File: config.mk
export PLATFORM = sky130hd
export DESIGN_NAME = flow_ctrl_unit
export DESIGN_NICKNAME = d
export VERILOG_FILES = /design/src/rtl/flow_ctrl_unit.sv
export SDC_FILE = /design/constraint.sdc
export NUM_CORES = 1
export LEC_CHECK = 0
export ABC_AREA = 1
export CAP_MARGIN = 20
export CORE_MARGIN = 4
export CORE_UTILIZATION = 35
export CTS_BUF_LIST = sky130_fd_sc_hd__clkbuf_8
export CTS_CLUSTER_DIAMETER = 30
export CTS_CLUSTER_SIZE = 14
export DETAILED_ROUTE_END_ITERATION = 10
export GPL_TIMING_DRIVEN = 0
export SLEW_MARGIN = 0
export SYNTH_ARGS = -nofsm -noshare
export SYNTH_HDL_FRONTEND = slang
export SYNTH_SLANG_ARGS = --single-unit
File: constraint.sdc
create_clock -name clk -period 4.5 [get_ports clk]
set_clock_uncertainty 0.05 [all_clocks]
set_input_delay 1.35 -clock clk [delete_from_list [all_inputs] [get_ports clk]]
set_output_delay 1.35 -clock clk [all_outputs]
set_load 0.03 [all_outputs]
File: src/rtl/flow_ctrl_unit.sv
// rtl/flow_ctrl_unit.sv - program counter with conditional jumps and CALL/RET return-address stack
// Faults on stack overflow/underflow and freezes until clear_fault.
module flow_ctrl_unit #(
  parameter int          ADDR_W       = 20,
  parameter int          STACK_DEPTH  = 8,
  parameter int          PC_STEP      = 1,
  parameter int unsigned RESET_VECTOR = 0
) (
  input  logic                             clk,
  input  logic                             rst_n,
  input  logic                             en,
  input  logic [2:0]                       op,
  input  logic                             zero_flag,
  input  logic                             carry_flag,
  input  logic                             neg_flag,
  input  logic [ADDR_W-1:0]                jmp_address,
  input  logic                             clear_fault,
  output logic [ADDR_W-1:0]                pc,
  output logic                             taken,
  output logic [$clog2(STACK_DEPTH+1)-1:0] sp,
  output logic                             fault,
  output logic [1:0]                       fault_code
);

  localparam int SP_W  = $clog2(STACK_DEPTH + 1);
  localparam int IDX_W = $clog2(STACK_DEPTH);

  localparam logic [2:0] OP_SEQ   = 3'd0;
  localparam logic [2:0] OP_JMP   = 3'd1;
  localparam logic [2:0] OP_JMPZ  = 3'd2;
  localparam logic [2:0] OP_JMPNZ = 3'd3;
  localparam logic [2:0] OP_JMPC  = 3'd4;
  localparam logic [2:0] OP_JMPN  = 3'd5;
  localparam logic [2:0] OP_CALL  = 3'd6;
  localparam logic [2:0] OP_RET   = 3'd7;

  typedef enum logic {ST_RUN, ST_FAULT} state_e;

  state_e              state_q, state_d;
  logic [ADDR_W-1:0]   pc_q, pc_d;
  logic [SP_W-1:0]     sp_q, sp_d;
  logic                taken_q, taken_d;
  logic [1:0]          code_q, code_d;
  logic [ADDR_W-1:0]   stack_q [STACK_DEPTH];
  logic                push;
  logic [ADDR_W-1:0]   seq_pc;
  logic [SP_W-1:0]     sp_dec;

  assign seq_pc = pc_q + ADDR_W'(PC_STEP);
  assign sp_dec = sp_q - SP_W'(1);

  always_comb begin
    state_d = state_q;
    pc_d    = pc_q;
    sp_d    = sp_q;
    taken_d = 1'b0;
    code_d  = code_q;
    push    = 1'b0;
    case (state_q)
      ST_RUN: begin
        if (en) begin
          case (op)
            OP_SEQ: pc_d = seq_pc;
            OP_JMP: begin
              pc_d    = jmp_address;
              taken_d = 1'b1;
            end
            OP_JMPZ, OP_JMPNZ, OP_JMPC, OP_JMPN: begin
              if ((op == OP_JMPZ  &&  zero_flag) ||
                  (op == OP_JMPNZ && !zero_flag) ||
                  (op == OP_JMPC  &&  carry_flag) ||
                  (op == OP_JMPN  &&  neg_flag)) begin
                pc_d    = jmp_address;
                taken_d = 1'b1;
              end else begin
                pc_d = seq_pc;
              end
            end
            OP_CALL: begin
              if (sp_q == SP_W'(STACK_DEPTH)) begin
                code_d  = 2'b01;
                state_d = ST_FAULT;
              end else begin
                push    = 1'b1;
                sp_d    = sp_q + SP_W'(1);
                pc_d    = jmp_address;
                taken_d = 1'b1;
              end
            end
            default: begin
              if (sp_q == '0) begin
                code_d  = 2'b10;
                state_d = ST_FAULT;
              end else begin
                sp_d    = sp_dec;
                pc_d    = stack_q[sp_dec[IDX_W-1:0]];
                taken_d = 1'b1;
              end
            end
          endcase
        end
      end
      default: begin
        // pc, sp and the stack stay frozen; only clear_fault is honoured
        if (clear_fault) begin
          state_d = ST_RUN;
          code_d  = 2'b00;
        end
      end
    endcase
  end

  always_ff @(posedge clk or negedge rst_n) begin
    if (!rst_n) begin
      state_q <= ST_RUN;
      pc_q    <= ADDR_W'(RESET_VECTOR);
      sp_q    <= '0;
      taken_q <= 1'b0;
      code_q  <= 2'b00;
    end else begin
      state_q <= state_d;
      pc_q    <= pc_d;
      sp_q    <= sp_d;
      taken_q <= taken_d;
      code_q  <= code_d;
    end
  end

  // Stack contents are don't-care after reset, so no reset here
  always_ff @(posedge clk) begin
    if (push) begin
      stack_q[sp_q[IDX_W-1:0]] <= seq_pc;
    end
  end

  assign pc         = pc_q;
  assign taken      = taken_q;
  assign sp         = sp_q;
  assign fault      = (state_q == ST_FAULT);
  assign fault_code = code_q;

endmodule

# After elaboration in Yosys (flattened, before gate mapping)
# Memories as Yosys holds them, arrays and structs flattened.
# Cells that the tools add are included.
# word_totals
reg_bits,28
latchBits,0
ram_bits,160
romBits,0
input_bits,30
out_inout_bits,28
elab_cells,71
n_memories,1
# mem_list
memory,words,word_bits,read_ports,rd_clocked_by_memory_dff,wr,line,text
stack_q,8,20,1,0,1,44,logic [ADDR_W-1:0] stack_q [STACK_DEPTH];
# classes
n_addsub,3
n_mul,0
n_div,0
magnitude_cmp,0
n_eq_ne,13
shift,0
n_mux,30
bitwise_logic,2
reduce_logical,17
# ops
op,count
20-bit one-hot mux with 4 select lines,1
20-bit two-way mux,3
20-bit by 1-bit adder with 20-bit output (second input constant),1
1-bit two-way mux,15
2-bit two-way mux,5
5-bit AND reduction,2
3-bit == test (second input constant),3
4-bit two-way mux,2
4-bit one-hot mux with 2 select lines,1
3-bit by 2-bit == test with 1-bit output (second input constant),2
6-bit OR reduction,1
5-bit by 1-bit != test with 1-bit output (second input constant),1
4-bit by 1-bit adder with 4-bit output (second input constant),1
4-bit == test (second input constant),1
1-bit logical AND,4
4-bit zero test,1
2-bit by 1-bit != test with 1-bit output (second input constant),2
2-bit != test (second input constant),2
1-bit one-hot mux with 4 select lines,1
2-bit one-hot mux with 2 select lines,1
4-bit AND reduction,1
4-bit OR reduction,1
4-bit by 1-bit subtractor with 4-bit output (second input constant),1
3-bit by 1-bit == test with 1-bit output (second input constant),1
8 further kinds,11

# Logic depth before layout (Yosys ltp)
# Gate-level depths: netlist of run 1.
# logic_depth
depth_word,9
depth_mapped,15
ltp_nobuf,12

# Worst setup path before layout of run 1
# No wires, ideal clock.
# synth_timing
kind,in2reg
from,in op[2]
to,mem stack_q[1][0] (enable)
setup_time_ns,0.422
arrival_ns,3.541
t_required_ns,4.028
slack_ns,0.487
path_stages,7
path_buffers,1
path_cell_list,buf_2 nand2_4 nor2_8 o21ai_0 nor2_1 nand2_1 nor3_1
# synth_between
elab_chain_len,6
# synth_lines
element,line,text
start: declaration,12,"input logic [2:0] op,"
3-bit == test,62,case (op)
1-bit two-way mux,62,
1-bit two-way mux,61,if (en) begin
1-bit two-way mux,59,case (state_q)
1-bit two-way mux,131,if (push) begin
1-bit two-way mux (implied by the code),132,stack_q[sp_q[IDX_W-1:0]] <= seq_pc;
end: declaration,44,
# Every way passes these cells.

# Worst setup path after layout of run 1
# layout_timing
from,in op[1]
to,mem stack_q[1][16] (enable)
# Same word-level chain as after synthesis.

==> flow_results.org, run 1 <==
** Status
- Status :: completed

** STA
- The worst path in the final design needs a cycle of 3600 ps, including I/O delays and setup.
- The final-report max-slew violation count came to 0.
- The hold violation total from the final report was 0.
- Setup violations remaining at the end of the flow were counted as 0.
- Share of the clock period used by the worst path :: 80.0%
- Setup TNS :: 0 ps
- Unrepaired setup endpoints after global routing :: false
- Least-Margin Pin Slew :: 832 ps
- Worst rel slew slack :: 44.5%
- Minimum setup slack in the final design :: 901 ps
- Static timing analysis puts the maximum clock frequency at 0.278 GHz.

** Critical path
- Top Family by Delay on Critical Path :: simple AND/OR/NAND/NOR gates
- Slowest cell on the critical path :: sky130_fd_sc_hd__clkdlybuf4s50_1
- Kind of end point of the critical path :: flop
- Arrival time at the worst endpoint :: 3720 ps
- Setup slack on the worst reg-to-reg path comes out at 1270 ps.
- Counting both buffers and inverters, the worst setup path holds a total of 3.
- Worst Setup Path Type :: in2reg
- At the worst endpoint, the required time is 4620 ps.
- The worst setup path is launched from an input pin.
- Critical path cell sequence :: clkdlybuf4s50_1 -> nand2_4 -> nor2_8 -> o21ai_0 -> nor2_1 -> nand2_1 -> nor3_2 -> buf_8 -> buf_6
- Critical Path Max Stage Delay :: 610 ps
- Largest fanout of any net on the critical path :: 9

** Synth
- EDFF count, synth :: 160
- Sequential fraction of the synthesis area :: 60.2%
- The Yosys step of the flow raised 0 warnings.
- In the synthesized netlist the dominant register cell turns out to be sky130_fd_sc_hd__edfxtp_1.
- After synthesis, the netlist uses 29 different library cells.
- Flip-flop and latch count after synthesis :: 188
- A synthesized cell averages 8.84 µm².
- Post-synth design cell area :: 9140 µm²
- In this run the biggest area consumer among cell types represents 52.6% of the synthesized area.
- Leading cell types by total area after synthesis :: sky130_fd_sc_hd__edfxtp_1 (53%), sky130_fd_sc_hd__nand2_1 (14%), sky130_fd_sc_hd__nand3_1 (8.7%)
- In the post-synthesis netlist, the cell with the most instances is sky130_fd_sc_hd__nand2_1.
- Synth Instances :: 1,034
- Post-synthesis cell type with the largest combined area :: sky130_fd_sc_hd__edfxtp_1
- Counting instances in the post-synthesis netlist gives the leading cell types as sky130_fd_sc_hd__nand2_1 (348), sky130_fd_sc_hd__inv_1 (183), sky130_fd_sc_hd__edfxtp_1 (160).
- Synthesis produced a netlist with a net count of 1,067.
- Share of flip-flops with an asynchronous set or reset :: 14.9%

** Route
- After detailed routing, the average wire length per cell comes to 16.6 µm.
- Avg Vias per Cell :: 4.73
- Total wirelength of the detailed-routed design :: 24.3 mm
- Drc violations :: 0
- For this run, the detailed router's first-pass iteration total came to 6.
- Vias :: 6,932
- The first routing iteration left 590 violations.
- The count of nets left with antenna violations once routing finished came out at 0.

** Clock network
- Clk root buf :: sky130_fd_sc_hd__clkbuf_8
- The clock reaches the later pin of the worst-skew pair after 460 ps.
- Post-CTS timing repair inserted 0 buffers for setup.
- Worst-case clock buffer depth :: 2
- The clock drives 188 sinks.
- Gates resized during post-CTS repair numbered 0.
- TritonCTS buffer count :: 17
- Max H-tree Level :: 4
- Clk pin slew, worst setup/hold paths :: 90 ps
- Clock tree from TritonCTS :: yes
- Hold-fix buffer count after cts :: 0

** Power and ir drop
- Dividing total power by cell area gives a power density of 594 nW/µm².
- Net switching is 43.6% of the power.
- Combinational cells account for 44.9% of the total power.
- Portion of total power attributed to the clock network :: 18.8%
- Design Power :: 6.37 mW
- The internal portion of the total power is 3.59 mW.
- For this design the static power due to leakage is 4.80 nW.
- Registers are responsible for 36.3% of the overall power.
- Net load switching power :: 2.78 mW
- VDD sags by at most 268 µV.

** Floorplan
- The initial utilization of the core area, before any placement, comes to 36.0%.
- Area of the core :: 25,400 µm²
- Row generation in the floorplan step produced 58 rows.
- For this design the top-level I/O count stands at 58.
- The die covers 28,800 µm².
- Measured along the x axis, the die boundary spans 170 µm.
- Chip Height :: 170 µm

** Layout
- From synthesis to final layout, the design area changed by 17.2%.
- After filler insertion, the fill cell instance count of the layout stands at 2,498.
- Cells with a size suffix above 1 make up 9.17% of the layout.
- Final-stage net count :: 1,154
- The repair_antennas step left the layout with diodes totalling 0.

** GRT
- Met1 track utilization from global routing :: 22.5%
- Maximum number of pins on one net before global-route repair :: 29
- Via count of the first global-routing pass :: 6,854
- Number of antenna violations at the first check in global routing :: 0
- Most congested layer reported by global routing :: met2
- Global-route wire length before repair :: 37.8 mm
- Global-route met3 utilization :: 2.96%
- For this run, the total global-route usage over all layers was measured as 17.2%.
- Met2 usage in global routing :: 29.1%
- Total gr overflow :: 0

** Place
- OpenSTA, run right after detailed placement, puts the worst setup slack at 372 ps.
- Buffers placed on the I/O ports in this run total 56.
- Placed wire-length estimate after detailed placement :: 17.6 mm
- GP Congestion :: 0.839

** Run
- Number of maximum-capacitance violations :: 0

** Hold path
- The worst hold path belongs to the class reg2reg.
worst reg2reg max path: stages (launching register included):
cell                      delay, ps
sky130_fd_sc_hd__dfrtp_1        500
sky130_fd_sc_hd__inv_1          100
sky130_fd_sc_hd__buf_2          200
sky130_fd_sc_hd__buf_2          230
sky130_fd_sc_hd__ha_1           310
sky130_fd_sc_hd__nand2_1        120
sky130_fd_sc_hd__o21ai_0        160
sky130_fd_sc_hd__nor2_1         240
sky130_fd_sc_hd__nand2_1        170
sky130_fd_sc_hd__nor3_2         450
sky130_fd_sc_hd__buf_8          230
sky130_fd_sc_hd__buf_6          170
logic make-up after synthesis:
| group | synth area share (%) |
|---|---|
| AOI/OAI and AO/OA | 1.10 |
| xor gates and xnor gates | 1.05 |
| adders and majority gates | 0.411 |
| buffers and inverters | 10.7 |
| DFF | 60.2 |
| and+or+nand+nor | 26.5 |
cell usage in the layout, fill, tap and decap left out, drive strengths merged, types with 7 or more instances in the layout:
cell,instances
nand3,159
nor2,42
edfxtp,160
xor2,10
o21ai,16
nor3,7
clkdlybuf4s50,55
clkbuf,37
buf,36
dfrtp,28
nand2,351
inv,210
worst paths after layout:
path	from	end	depth (start not counted)
setup / recovery	op[1]	stack_q[1][16]$_DFFE_PP_	9
hold / removal	fault$_DFF_PN0_	fault$_DFF_PN0_	1
setup reg to reg	sp[0]$_DFFE_PN0P_	stack_q[1][16]$_DFFE_PP_	11
hold reg to reg	fault$_DFF_PN0_	fault$_DFF_PN0_	1
max in group asynchronous	rst_n	sp[2]$_DFFE_PN0P_	1
min in group asynchronous	rst_n	pc[19]$_DFFE_PN0P_	1
cell type report:
| cell class | count | area (µm²) | area share [%] |
|---|---|---|---|
| well taps | 330 | 413 | 3.85 |
| flip-flops and latches | 188 | 5510 | 51.4 |
| multi-input cells | 601 | 2680 | 25.0 |
| repair buffers | 68 | 702 | 6.55 |
| clock buffers | 18 | 248 | 2.31 |
| clock inverters | 14 | 183 | 1.71 |
| plain buffers | 42 | 216 | 2.02 |
| inverters | 203 | 764 | 7.14 |
metrics by stage:
stage / utilization (%) / instance area (µm²) / cells / hold slack, ps
2_1_floorplan: - / 9140 / 1034 / 606
3_3_place_gp: 39.8 / 10100 / 1420 / 412
3_5_place_dp: 40.5 / 10300 / 1432 / 434
4_1_cts: 42.2 / 10700 / 1464 / 449
5_1_grt: 42.2 / 10700 / 1464 / 480
6_report: 42.2 / 10700 / 1464 / 444
per-layer routing:
layer  routed length [µm]  vias to the layer above
met3                 1550                       35
met5                    0                        -
met1                10500                     3251
met2                11700                      230
met4                  496                        0
li1                     -                     3416
registers in the layout, summed over array words and instances (netlist names):
signal	count
sp	4
stack_q	160
fault_code	2
taken	1
fault	1
pc	20
power groups by stage:
stage,Combinational [mW],Clock [mW],Sequential [mW]
final,2.86,1.20,2.31
after global routing,3.14,1.29,2.33
after CTS,2.86,1.22,2.31
after detailed placement,2.86,0,2.35
after global placement,2.81,0,2.34
after floorplan,1.63,0,2.48
Power figures use the tool's default switching activity.
==> inputs of run 2 (changes only) <==
- clock period: 4.5 -> 3 ns (I/O delays scaled with it)
==> run 2 against run 1 <==
Utilization up 0.39 points. Setup slack worse by 760 ps. Total power up 52%. Worst hold slack worse by 30 ps. Critical endpoint is now stack_q[1][6]$_DFFE_PP_. Critical path depth unchanged. Clock power up 50%. Routed wire length up 0.54%. Die area unchanged. First-iteration DRC count down 9.8%. Non-clock buffer count up 3. Register-to-register slack worse by 1100 ps. Sequential power up 50%.
==> flow_results.org, run 2 (synthesis results as in run 1) <==
** Place
- Once detailed placement completed, the half-perimeter wirelength came to 17.6 mm.
- Placed insts :: 1,432
- In this run the tool buffered the top-level ports with 56 buffer cells.
- Routability-driven placement finished with a final weighted congestion of 0.839.

** Route
- After detailed routing, the number of remaining DRC violations is 0.
- Total wirelength of the detailed-routed design :: 24.4 mm
- DR iter-0 viols :: 532
- The detailed router placed 6,958 vias in this run.
- In the final routed layout, each cell accounts on average for 16.6 µm.
- Count of nets left with antenna violations after detail routing :: 0
- The first detailed-routing pass ran for 5 iterations.
- Avg Vias per Cell :: 4.74

** STA
- Period minus WS final :: 2860 ps
- The final critical path takes up 95.3% of the cycle.
- Unrepaired setup endpoints after global routing :: false
- Final-report hold violation count :: 0
- Setup TNS :: 0 ps
- Setup violations remaining at the end of the flow were counted as 0.
- Worst rel slew slack :: 48.2%
- Number of pins exceeding their max-slew limit in the final report :: 0
- Maximum operating frequency :: 0.350 GHz
- At the pin with the least slew margin, the transition time is 774 ps.

** Clock network
- Clk root buf :: sky130_fd_sc_hd__clkbuf_8
- In this run, CTS created clock tree buffers numbering 17.
- Clock tree from TritonCTS :: yes
- Worst-case clock buffer depth :: 2
- TritonCTS Sinks :: 188
- The clock tree synthesis step divided the H-tree into 4 levels.
- The later pin in the worst-skew pair is clocked with a latency of 460 ps.
- Clock-pin slew was measured on the worst setup and hold paths at 100 ps.
- Hold repair after CTS inserted 0 buffers.

** Power and ir drop
- Standby leakage power :: 4.85 nW
- Design Power :: 9.67 mW
- Pwr dens :: 894 nW/µm²
- Max rail drop VDD :: 449 µV

** Layout
- After filler insertion, the fill cell instance count of the layout stands at 2,490.
- Fraction of final layout cells sized beyond drive strength 1 :: 10.9%
- Area Overhead vs Synth :: 18.3%
- Across the whole layout, storage elements account for 5510 µm².
- The register with the most flip-flops in the layout has 160 of them.
- The library cells used most frequently in the layout, excluding fill and tap cells, are sky130_fd_sc_hd__nand2_1 (346), sky130_fd_sc_hd__inv_1 (184), sky130_fd_sc_hd__edfxtp_1 (160).
- Post-Layout Cell Count :: 1,467
- The number of antenna diodes in the final layout is 0.
- Final-stage net count :: 1,157
- Utilization of the core after routing :: 42.6%
- Leaving out fill and tap cells, the most frequent cell in the layout is sky130_fd_sc_hd__nand2_1.
- Area of the multi-input gates :: 2740 µm²

** Floorplan
- Number of cell rows :: 58
- Initial core utilization :: 36.0%
- Area of the core :: 25,400 µm²
- Overall die width :: 170 µm
- From bottom edge to top edge, the die measures 170 µm.
- I/O Pins :: 58
- Total die area :: 28,800 µm²

** Critical path
- The critical path goes through clkdlybuf4s50_1 -> nand2_4 -> nor2_8 -> o21ai_1 -> nor2_2 -> nand2_2 -> nor3_4 -> buf_8 -> buf_6.
- Data required time at the worst endpoint :: 3120 ps
- The worst setup path is of the in2reg kind.
- Arrival time at the worst endpoint :: 2980 ps
- Largest fanout of any net on the critical path :: 9
- Critical Path Max Stage Delay :: 610 ps
- Among all stages on the critical path, the largest delay is contributed by sky130_fd_sc_hd__clkdlybuf4s50_1.
- CP startpoint kind :: input pin
- Kind of end point of the critical path :: flop

** GRT
- Number of antenna violations at the first check in global routing :: 0
- Entering global routing, the biggest net connects 29 pins.
- Via count of the first global-routing pass :: 6,864
- Total gr overflow :: 0
- Global-route wire length before repair :: 37.9 mm
- Across every metal layer, demand over resource in global routing totals 17.2%.

** Status
- Status :: completed

** Hold path
- The path class of the tightest hold or removal check is in2async.

** Run
- Number of maximum-capacitance violations :: 0
run 2: final timing paths:
path | from | end | slack [ps] | cells after the start
max | op[1] | stack_q[1][6]$_DFFE_PP_ | 140 | 9
min | rst_n | pc[3]$_DFFE_PN0P_ | 410 | 1
max reg2reg | sp[0]$_DFFE_PN0P_ | stack_q[1][6]$_DFFE_PP_ | 220 | 11
min reg2reg | fault$_DFF_PN0_ | fault$_DFF_PN0_ | 450 | 1
max in group asynchronous | rst_n | sp[0]$_DFFE_PN0P_ | 1980 | 1
min in group clk | fault$_DFF_PN0_ | fault$_DFF_PN0_ | 450 | 1
run 2: through the flow:
step	hold slack (ps)	worst slack (ps)	area, µm²
3_3_place_gp	412	-2680	10100
3_5_place_dp	434	-678	10300
5_1_grt	423	32.5	10800
6_report	414	142	10800
4_1_cts	414	-129	10800
2_1_floorplan	554	-567	9140
run 2: timing repair:
item                                    4_1_cts  5_1_grt
endpoints found under the setup margin      120      148
pin swaps                                     1        1
resized for setup                            11       19
setup buffers                                 1        3
run 2: layer usage:
layer / track usage [%] / up-vias / share of wire, %
li1: - / 3419 / -
met1: 22.4 / 3279 / 44
met2: 29.3 / 215 / 48
met3: 2.96 / 45 / 5.6
met4: 5.57 / 0 / 2.4
met5: 0 / - / 0
run 2: area by class of cell:
class                      instances  area share (%)
multi-input combinational        601            25.3
buffer                            41            2.11
inverter                         203            7.07
timing repair buffer              72            6.77
clock inverter                    14            1.69
sequential                       188            50.9
clock buffer                      18            2.29
tap                              330            3.82
run 2: report_power, final:
part           switching (mW)  internal [mW]
clock                   0.936          0.867
combinational            3.09           1.30
sequential              0.198           3.27
run 2: worst max-delay path, delay by kind of cell:
family,cells,cell delay (ps)
AOI/OAI and AO/OA,1,160
buffers and inverters,3,960
and+or+nand+nor,5,930
==> patch, RTL diff (config.mk and constraints of run 2) <==
Register the input `jmp_address` before use, cleared by the reset. The logic sees it one clock later. The other inputs are not delayed to match.
--- a/src/rtl/flow_ctrl_unit.sv
+++ b/src/rtl/flow_ctrl_unit.sv
@@ -37,4 +37,14 @@
   typedef enum logic {ST_RUN, ST_FAULT} state_e;
 
+  logic [ADDR_W-1:0] jmp_address_q;
+
+  always_ff @(posedge clk or negedge rst_n) begin
+    if (!rst_n) begin
+      jmp_address_q <= '0;
+    end else begin
+      jmp_address_q <= jmp_address;
+    end
+  end
+
   state_e              state_q, state_d;
   logic [ADDR_W-1:0]   pc_q, pc_d;
@@ -63,5 +73,5 @@
             OP_SEQ: pc_d = seq_pc;
             OP_JMP: begin
-              pc_d    = jmp_address;
+              pc_d    = jmp_address_q;
               taken_d = 1'b1;
             end
@@ -71,5 +81,5 @@
                   (op == OP_JMPC  &&  carry_flag) ||
                   (op == OP_JMPN  &&  neg_flag)) begin
-                pc_d    = jmp_address;
+                pc_d    = jmp_address_q;
                 taken_d = 1'b1;
               end else begin
@@ -84,5 +94,5 @@
                 push    = 1'b1;
                 sp_d    = sp_q + SP_W'(1);
-                pc_d    = jmp_address;
+                pc_d    = jmp_address_q;
                 taken_d = 1'b1;
               end
Check against the original RTL: not equivalent (Yosys sat finds a counterexample within 4 cycles, from zero or initial values and one cycle with rst_n low).
==> patch against run 2 <==
  * Sequential cell count up 20
  * Worst setup slack worse by 54 ps
  * Final cell count increased by 4.8%
  * Wire length is 0.67% lower
  * Design area increased by 8.0%
  * Synthesized area up 5.0%
  * Largest power group unchanged
  * Via count grew 3.1%
  * Highest routed layer unchanged
  * Critical path depth rose by 2
  * Power grew 13%
  * Clock power is 58% higher
  * Count of clock-buffer cells in the layout rose by 24
==> patch: results (changes against run 2) <==
multi_input_comb_cells: 604  # +0.50%
wl_met3_um: 1570  # +16%
clkSlewWorstSetupHoldPaths_ps: 60  # -40 ps
m1WireLength_um: 10400  # -2.6%
max-vdd-ir-drop_mv: 0.477  # +6.3%
fin_util_pct: 43.3  # +0.76 points
grt.met3_usage_pct: 2.53  # -0.43 points
pre_cts_ws_ps: -608  # +69.7 ps
status: "finished, final reports clean"
use_met1_pct: 21.1  # -1.3 points
vias: 7176  # +3.1%
synth_area_leaders: "edfxtp_1 50%, nand2_1 14%, dfrtp_1 13%, nand3_1 8.3%, inv_1 6.9%"
drive_above_1_share_pct: 12.2  # +1.3 points
dpl.hpwl_um: 17100  # -2.8%
globalplace.congestion: 0.855  # +1.8%
nets: 1199  # +3.6%
drt-total-wl_um: 24200  # -0.67%
cts_htree_levels: 2  # -2
synth-xor-area-share_pct: 1.19  # +0.13 points
drt-initial-drc-count: 451  # -15%
nClkBuffers: 42  # +24
n_fill_cell: 2553  # +2.5%
grt_max_degree: 34  # +17%
place_area_mm2: 0.0108  # +5.0%
inv_count: 199  # -2.0%
n_all_buffers: 115  # +1.8%
grt_pass1_wl_um: 38100  # +0.77%
switching_share_pct: 41.3  # -2.5 points
clkPwrFrac_pct: 25.9  # +7.3 points
cts_buffer_depth: 3  # +1
slowest_stage: "dfrtp_1"
pwr.group.sequential_uw: 3780  # +8.9%
seq_share_pct: 51.4  # +0.50 points
vias_per_cell: 4.67  # -1.6%
synth-seq-area-share_pct: 62.6  # +2.4 points
grtUsageTotal_pct: 16.0  # -1.2 points
numCtsBuffers: 38  # +21
synth_seq_cells: 208  # +11%
multi_input_area_mm2: 0.00271  # -1.1%
synth_cell_types: 24  # -17%
[patch: changes by cell type in the layout (fill, tap and decap cells not counted), moves of 5 or more]
| cell | delta |
|---|---|
| clkbuf_8 | +24 |
| dfrtp_1 | +21 |
| clkinv_1 | +7 |
| nand2_1 | +6 |
| inv_1 | -5 |
[patch: final timing paths]
check                                         to  cells past startpoint  slack (ps)
worst max register to register     stack_q[5][3]                     11          90
min in group clk                   fault_code[1]                      2         490
worst min-delay path                      pc[18]                      1         250
max in group asynchronous       jmp_address_q[3]                      2        2120
worst max-delay path               stack_q[5][3]                     11          90
worst min register to register     fault_code[1]                      2         490
[patch: what timing repair did]
action / 4_1_cts / 5_1_grt
hold buffers: 0 / 0
setup endpoints to repair: 15 / 74
endpoints found under the hold margin: 0 / 0
buffers inserted: 0 / 3
gates resized for setup: 3 / 17
pin swaps: 0 / 2
